**src/rtl/y_line_writeback.sv**
```systemverilog
// y_line_writeback: read-modify-write of single 16-bit elements into the
// 256-bit Y line memory (single port, 1-cycle read latency).
// An all-ones element index is the end-of-stream marker: the block drains
// any pending line and pulses yW_done.
// Optional build macro YW_COALESCE_EN: keep the modified line in a tagged
// buffer so that further updates to the same line merge without a memory
// access; the line is written back on a line change or at the end marker.
module y_line_writeback #(
  parameter int DATA_W = 16,
  parameter int LINE_W = 256,
  parameter int ADDR_W = 11
) (
  input  logic              clock,
  input  logic              reset,
  input  logic              yW_reqValid,
  output logic              yW_reqReady,
  input  logic [15:0]       yW_elemIdx,
  input  logic [DATA_W-1:0] yW_elemData,
  output logic [ADDR_W-1:0] yW_memAddr,
  output logic              yW_memRdEn,
  input  logic [LINE_W-1:0] yW_memRdData,
  output logic              yW_memWrEn,
  output logic [LINE_W-1:0] yW_memWrData,
  output logic              yW_busy,
  output logic              yW_done
);

  localparam int LANES  = LINE_W / DATA_W;
  localparam int LANE_W = $clog2(LANES);
  localparam logic [ADDR_W-1:0] IDLE_ADDR = '1;
  localparam logic [15:0]       END_MARKER = 16'hFFFF;

`ifdef YW_COALESCE_EN
  localparam bit COALESCE = 1'b1;
`else
  localparam bit COALESCE = 1'b0;
`endif

  typedef enum logic [2:0] {IDLE, RD, WAIT, WR, FLUSH, DONE} state_t;

  state_t              state, nextState;
  logic [ADDR_W-1:0]   reqLine;
  logic [LANE_W-1:0]   reqLane;
  logic [DATA_W-1:0]   reqData;
  logic                reqMarker;
  logic [LINE_W-1:0]   lineBuf;
  logic [ADDR_W-1:0]   bufTag;
  logic                bufValid;
  logic                bufDirty;

  // Index decode; bit 15 is dropped for ordinary requests.
  logic [ADDR_W-1:0]   inLine;
  logic [LANE_W-1:0]   inLane;
  logic                inMarker;
  logic                accept;
  logic                bufHit;
  logic [LINE_W-1:0]   mergedLine;

  assign inLine   = yW_elemIdx[LANE_W +: ADDR_W];
  assign inLane   = yW_elemIdx[LANE_W-1:0];
  assign inMarker = (yW_elemIdx == END_MARKER);
  assign accept   = yW_reqValid && (state == IDLE);
  assign bufHit   = COALESCE && bufValid && (bufTag == inLine) && !inMarker;

  // Fresh memory line with the requested lane replaced by the captured data.
  always_comb begin
    // NOTE: every always_comb target gets a default first so no latch is inferred.
    mergedLine = yW_memRdData;
    mergedLine[reqLane*DATA_W +: DATA_W] = reqData;
  end

  // State register.
  always_ff @(posedge clock or posedge reset) begin
    // NOTE: sequential state uses non-blocking assignments only.
    if (reset) state <= IDLE;
    else       state <= nextState;
  end

  // Next-state selection.
  always_comb begin
    nextState = state;
    unique case (state)
      IDLE: begin
        if (yW_reqValid) begin
          if (inMarker)      nextState = bufDirty ? FLUSH : DONE;
          else if (bufHit)   nextState = IDLE;
          else if (bufDirty) nextState = FLUSH;
          else               nextState = RD;
        end
      end
      RD:      nextState = WAIT;
      WAIT:    nextState = COALESCE ? IDLE : WR;
      WR:      nextState = IDLE;
      FLUSH:   nextState = reqMarker ? DONE : RD;
      DONE:    nextState = IDLE;
      default: nextState = IDLE;
    endcase
  end

  // Request capture and line buffer bookkeeping.
  always_ff @(posedge clock or posedge reset) begin
    if (reset) begin
      // NOTE: the line buffer is a plain register, so it is cleared on reset
      // to guarantee no partial update survives an aborted operation.
      reqLine   <= '0;
      reqLane   <= '0;
      reqData   <= '0;
      reqMarker <= 1'b0;
      lineBuf   <= '0;
      bufTag    <= '0;
      bufValid  <= 1'b0;
      bufDirty  <= 1'b0;
    end else begin
      if (accept) begin
        reqMarker <= inMarker;
        if (!inMarker) begin
          reqLine <= inLine;
          reqLane <= inLane;
          reqData <= yW_elemData;
        end
        if (bufHit) begin
          lineBuf[inLane*DATA_W +: DATA_W] <= yW_elemData;
          bufDirty <= 1'b1;
        end
      end
      unique case (state)
        WAIT: begin
          lineBuf  <= mergedLine;
          bufTag   <= reqLine;
          bufValid <= COALESCE;
          bufDirty <= COALESCE;
        end
        FLUSH, DONE: begin
          bufValid <= 1'b0;
          bufDirty <= 1'b0;
        end
        default: ;
      endcase
    end
  end

  // Memory strobes and status outputs decoded from the state.
  always_comb begin
    yW_memAddr   = IDLE_ADDR;
    yW_memRdEn   = 1'b0;
    yW_memWrEn   = 1'b0;
    yW_memWrData = '0;
    yW_done      = 1'b0;
    unique case (state)
      RD: begin
        yW_memAddr = reqLine;
        yW_memRdEn = 1'b1;
      end
      WR: begin
        yW_memAddr   = reqLine;
        yW_memWrEn   = 1'b1;
        yW_memWrData = lineBuf;
      end
      FLUSH: begin
        yW_memAddr   = bufTag;
        yW_memWrEn   = 1'b1;
        yW_memWrData = lineBuf;
      end
      DONE:    yW_done = 1'b1;
      default: ;
    endcase
  end

  // Ready only in IDLE; busy while a request is in flight or the buffer is dirty.
  assign yW_reqReady = (state == IDLE);
  assign yW_busy     = ((state != IDLE) && (state != DONE)) || bufDirty;

endmodule
```
**config.mk**
```make
export PLATFORM = sky130hd
export DESIGN_NAME = y_line_writeback
export DESIGN_NICKNAME = d
export VERILOG_FILES = /design/src/rtl/y_line_writeback.sv
export SDC_FILE = /design/constraint.sdc
export NUM_CORES = 1
export LEC_CHECK = 0
export ABC_AREA = 1
export BUFFER_PORTS_ARGS = -buffer_cell sky130_fd_sc_hd__buf_4
export CORE_AREA = 8 8 212 214
export CTS_CLUSTER_SIZE = 28
export DETAILED_ROUTE_END_ITERATION = 8
export DIE_AREA = 0 0 220 222
export PLACE_DENSITY_LB_ADDON = 0.3
export SYNTH_ARGS = -nofsm -noshare
export SYNTH_HDL_FRONTEND = slang
export SYNTH_SLANG_ARGS = --single-unit
```
**constraint.sdc**
```tcl
create_clock -name clock -period 10.75 [get_ports clock]
set_input_delay 2.15 -clock clock [delete_from_list [all_inputs] [get_ports clock]]
set_output_delay 2.15 -clock clock [all_outputs]
set_load 0.02 [all_outputs]
```
Word level (Yosys, flattened, before mapping)
Cells that the tools add are included.
{"block": "op_classes", "add_sub_neg": 1, "mul": 0, "div": 0, "magnitude_cmp": 0, "eq_ne": 8, "shifts": 2, "mux": 10, "n_bitwise": 1, "n_reduce_logical": 7}
{"operator": "bitwise mux 256 bit", "n": 1}
{"operator": "2-to-1 mux 256 bit", "n": 1}
{"operator": "variable shift 16 x 34 -> 256 bit, first input constant", "n": 1}
{"operator": "indexed part select 16 x 34 -> 256 bit", "n": 1}
{"operator": "negator 8 -> 34 bit", "n": 1}
{"operator": "case mux 11 bit (2 select lines)", "n": 1}
{"operator": "equality test 16 bit, second input constant", "n": 1}
{"operator": "case mux 3 bit (4 select lines)", "n": 1}
{"operator": "2-to-1 mux 3 bit", "n": 3}
{"operator": "equality test 3 x 2 -> 1 bit, second input constant", "n": 2}
{"operator": "equality test 3 bit, second input constant", "n": 2}
{"operator": "OR reduction 2 bit", "n": 2}
{"operator": "equality test 3 x 1 -> 1 bit, second input constant", "n": 1}
{"operator": "logical NOT 3 bit", "n": 1}
{"operator": "2-to-1 mux 1 bit", "n": 3}
{"operator": "inequality test 3 bit, second input constant", "n": 1}
{"operator": "nonzero test 3 bit", "n": 1}
{"operator": "logical AND 1 bit", "n": 2}
{"operator": "inequality test 2 bit, second input constant", "n": 1}
{"operator": "AND reduction 2 bit", "n": 1}
{"operator": "NOT 1 bit", "n": 1}
{"block": "word_totals", "register_bits": 302, "latch_bits": 0, "ramBits": 0, "romBits": 0, "out_inout_bits": 272, "mem_count": 0}

Logic depth before layout (Yosys ltp)
{"block": "logic_depth", "depth_word": 4, "mapped_depth": 14, "ltp_nobuf": 12}

Worst setup path after synthesis
No wires, ideal clock.
{"block": "synth_path", "path_type": "register -> output", "from": "register state[1]", "to": "output port yW_memWrData[100]", "arrival_ps": 1578, "required_time_ps": 8600, "path_slack_ps": 7022, "path_stages_with_launch": 9, "path_buffers": 3, "path_cell_list": "dfrtp_1 clkbuf_2 nor2_1 inv_1 nor2_1 a21oi_1 clkbuf_1 buf_2 nor2_1"}
{"block": "synth_via", "elab_chain_len": 3, "elab_cells_between_ends": 4, "classes_between": "eq/ne: 2; mux: 1; reduce/logical: 1"}
{"item": "start, declared", "line_no": "41", "text": "state_t state, nextState;"}
{"item": "start signal, assigned", "line_no": "76", "text": "else state <= nextState;"}
{"item": "equality test 3 bit or equality test 3 x 2 -> 1 bit (tied branches)"}
{"item": "OR reduction 2 bit (no line) *"}
{"item": "2-to-1 mux 256 bit *", "line_no": "149", "text": "unique case (state)"}
{"item": "end, declared", "line_no": "23", "text": "output logic [LINE_W-1:0] yW_memWrData,"}
Every way passes the cells marked *; elsewhere a longest branch is shown, timed or not.

Final worst setup path
{"block": "layout_path", "from": "register state[1]", "to": "output port yW_memWrData[29]"}
The elaborated chain is that of the path after synthesis.

==> flow_summary.yaml <==
power_and_ir_drop:
  internal_power_w: 0.00366
  p_clk_share_pct: 15.8
  swShare_pct: 51.2
  power_per_cell_area_nw_per_um2: 319
  power_frac_seq_pct: 27.9
  vdd_drop_max_uv: 405
  p_leak_nw: 13.4
  combPwrFrac_pct: 56.3
  power.net_switching_w: 0.00384
critical_path:
  slowest_delay_ns: 0.74
  worst-path-buf-inv: 4
  cp-end-kind: "output pin"
  worstSetupPathType: "flop to output pin"
  cpLargestDelayFamily: "buffers and inverters"
  r2r-start: "reqLane[0]"
  r2r_setup_slack_ns: 7.10
  cp_max_fo: 96
  worstPathCellList: "nor2_1 > inv_1 > nor2_1 > a21oi_4 > buf_4 > buf_4 > nor2_1 > buf_4"
  crit_arrival_ns: 3.58
  cpMaxStageDelayCell: "buf_4"
  r2r_end: "lineBuf[98]"
  reg2reg_depth: 8
  start_kind: "flop"
  crit_required_ns: 8.60
logic_synthesis:
  yosysSeqAreaShare_pct: 41.8
  ys_types: 32
  synth_area_um2: 18100
  syn_nets: 3061
  yosysWarnings: 0
  ys_seq_elements: 302
  syn_inst: 2768
  syn_area_per_cell_um2: 6.54
hold_path:
  holdPathEnd: "reqLine[7]"
  min_from: "reqLine[7]"
  hold_path_depth: 2
  hold_path.class: "flop to flop"
timing:
  period_needed_ns: 5.73
  fmax_mhz: 175
  finClkSkew_ns: 0.0154
  setup_viol: 0
  maxSlewViolCount: 0
  worst_slew_pin_slew_ns: 1.43
  fin_hold_ws_ns: 0.469
  rsz0062_at_grt: "no"
  finalHoldViolCount: 0
  finalSetupTns_ns: 0
  finalCritPeriodShare_pct: 53.3
  slew_headroom_pct: 4.79
detailed_routing:
  met3WireLength_um: 7340
  drt_iter0_drc: 2078
  antenna_left: 0
  dr.pass1.iters: 8
  routed_wl_um: 75900
  avgViaCountPerCell: 5.34
  avgRoutedWirePerCell_um: 20.1
  vias: 20100
  top_layer: "met5"
  drc: 0
  m1WireLength_um: 30600
  wl_met2_um: 34800
placed_design:
  port_buffers: 562
  place_congestion: 0.944
  dpl.hpwl_um: 54800
clock_network:
  clk_latency_ns: 0.52
  root_buffer: "clkbuf_16"
  cts_tree: "yes"
  clkTransAtPathRegs_ns: 0.06
  cts_buffers: 35
  post_cts_buffers: 0
  ctsResizeCount: 0
  cts_sinks: 302
  h-tree-depth: 2
  cts_buffer_depth: 3
  hold_buffers: 0
run:
  drv_cap: 0
global_routing:
  grt_max_degree: 244
  grt_pass1_vias: 19600
  globalRouteOverflowTotal: 0
  track_usage_pct: 29.7
  antenna_found_initial: 7
  grt_pass1_wl_um: 114000
floorplan:
  die-area_um2: 48800
  core_um2: 41500
  initial_core_util_pct: 43.6
  ios: 563
  die_x_um: 220
  rows: 75
  die_h_um: 222
layout:
  num-fill-cells: 4069
  areaGrowthSynthToFinish_pct: 29.9
  drive_gt1_share_pct: 20.9
  fin_nets: 3497
outcome:
  status: "completed"
==> worst min-delay path, stage by stage (launching register included) <==
cell	delay, ns
dfrtp_1	0.34
nand2_1	0.05
nand2_1	0.04
==> cell usage in the layout, fill, tap and decap left out, types with 8 or more instances in the layout <==
cell	count
o21ai_0	78
nor2_2	9
nand2_1	829
a21oi_1	91
dfrtp_1	302
clkbuf_16	37
o211ai_1	11
nand4_1	71
clkbuf_8	11
nor3_1	13
o21ai_1	24
clkbuf_1	8
inv_1	492
buf_4	575
nor2_1	309
nand3_1	321
==> Yosys cell counts <==
cell type,n,area share [%]
o22ai_1,1,0.035
nand4_4,2,0.24
o21ai_1,24,0.66
o21ai_0,78,2.2
buf_1,16,0.33
nor3_4,1,0.090
buf_4,5,0.21
inv_2,3,0.062
a21oi_4,1,0.090
nor2_4,5,0.31
nor4_4,1,0.12
dfrtp_1,302,42
nor3_2,6,0.33
clkbuf_2,2,0.055
clkbuf_1,70,1.5
nand4_1,71,2.5
inv_1,495,10
ha_1,2,0.14
nand2_4,2,0.12
nor2_2,9,0.31
a22oi_1,1,0.042
nand2_1,830,17
o211ai_1,11,0.46
buf_2,83,2.3
buf_6,2,0.12
nor3_1,13,0.36
nand3_1,321,8.9
o21a_1,1,0.042
nand2_2,7,0.24
nand3_4,2,0.19
nor2_1,309,6.4
a21oi_1,92,2.5
==> logic make-up after synthesis <==
family	share of synthesized area (%)
adder cells (fa/ha/maj)	0.138
buffers and inverters	14.8
flip-flops	41.8
AND/OR/NAND/NOR	37.3
AO/OA/AOI/OAI	6.03
==> area by class of cell <==
class / count / area, µm² / area share, %
flip-flops and latches: 302 / 7560 / 32.1
diodes: 6 / 15.0 / 0.0639
inverters: 498 / 1880 / 8.01
clock inverters: 4 / 22.5 / 0.0958
repair buffers: 577 / 4360 / 18.5
multi-input cells: 1790 / 7900 / 33.6
well taps: 539 / 674 / 2.87
clock buffers: 56 / 1110 / 4.71
==> registers in the layout, indices dropped and copies added, names as in the netlist <==
name / cells
lineBuf: 256
reqLine: 11
state: 3
reqLane: 4
reqMarker: 1
reqData: 16
bufTag: 11
==> through the flow <==
stage	setup WS, ns	power [W]	cells	area, µm²	utilization [%]
floorplan	0.254	0.00476	2768	18100	-
global placement	5.82	0.00620	3706	22400	53.9
detailed placement	5.62	0.00628	3706	22400	53.9
CTS	5.06	0.00749	3766	23500	56.7
global route	4.74	0.00800	3772	23500	56.7
finish	5.02	0.00750	3772	23500	56.7
==> metal layers <==
layer | global-route usage, % | vias up
li1 | - | 9306
met1 | 39.1 | 9503
met2 | 46.5 | 1140
met3 | 6.34 | 179
met4 | 12.4 | 2
met5 | 0 | -
==> power groups by stage <==
stage	Combinational [W]	Clock (W)	Sequential, W
6_report	0.00422	0.00119	0.00210
5_1_grt	0.00461	0.00124	0.00215
4_1_cts	0.00420	0.00120	0.00209
3_5_place_dp	0.00418	0	0.00210
3_3_place_gp	0.00412	0	0.00208
2_1_floorplan	0.00281	0	0.00194
==> how the worst max path moves through the flow <==
stage,from,endpoint,slack (ns),cells past startpoint
2_1_floorplan,reset,bufTag[0],0.25,1
3_3_place_gp,state[1],yW_memWrData[177],5.82,8
3_5_place_dp,state[1],yW_memWrData[29],5.62,8
4_1_cts,state[1],yW_memWrData[29],5.06,8
5_1_grt,state[1],yW_memWrData[37],4.74,8
6_report,state[1],yW_memWrData[29],5.02,8
Note: power is estimated with default switching activity, not from simulation.
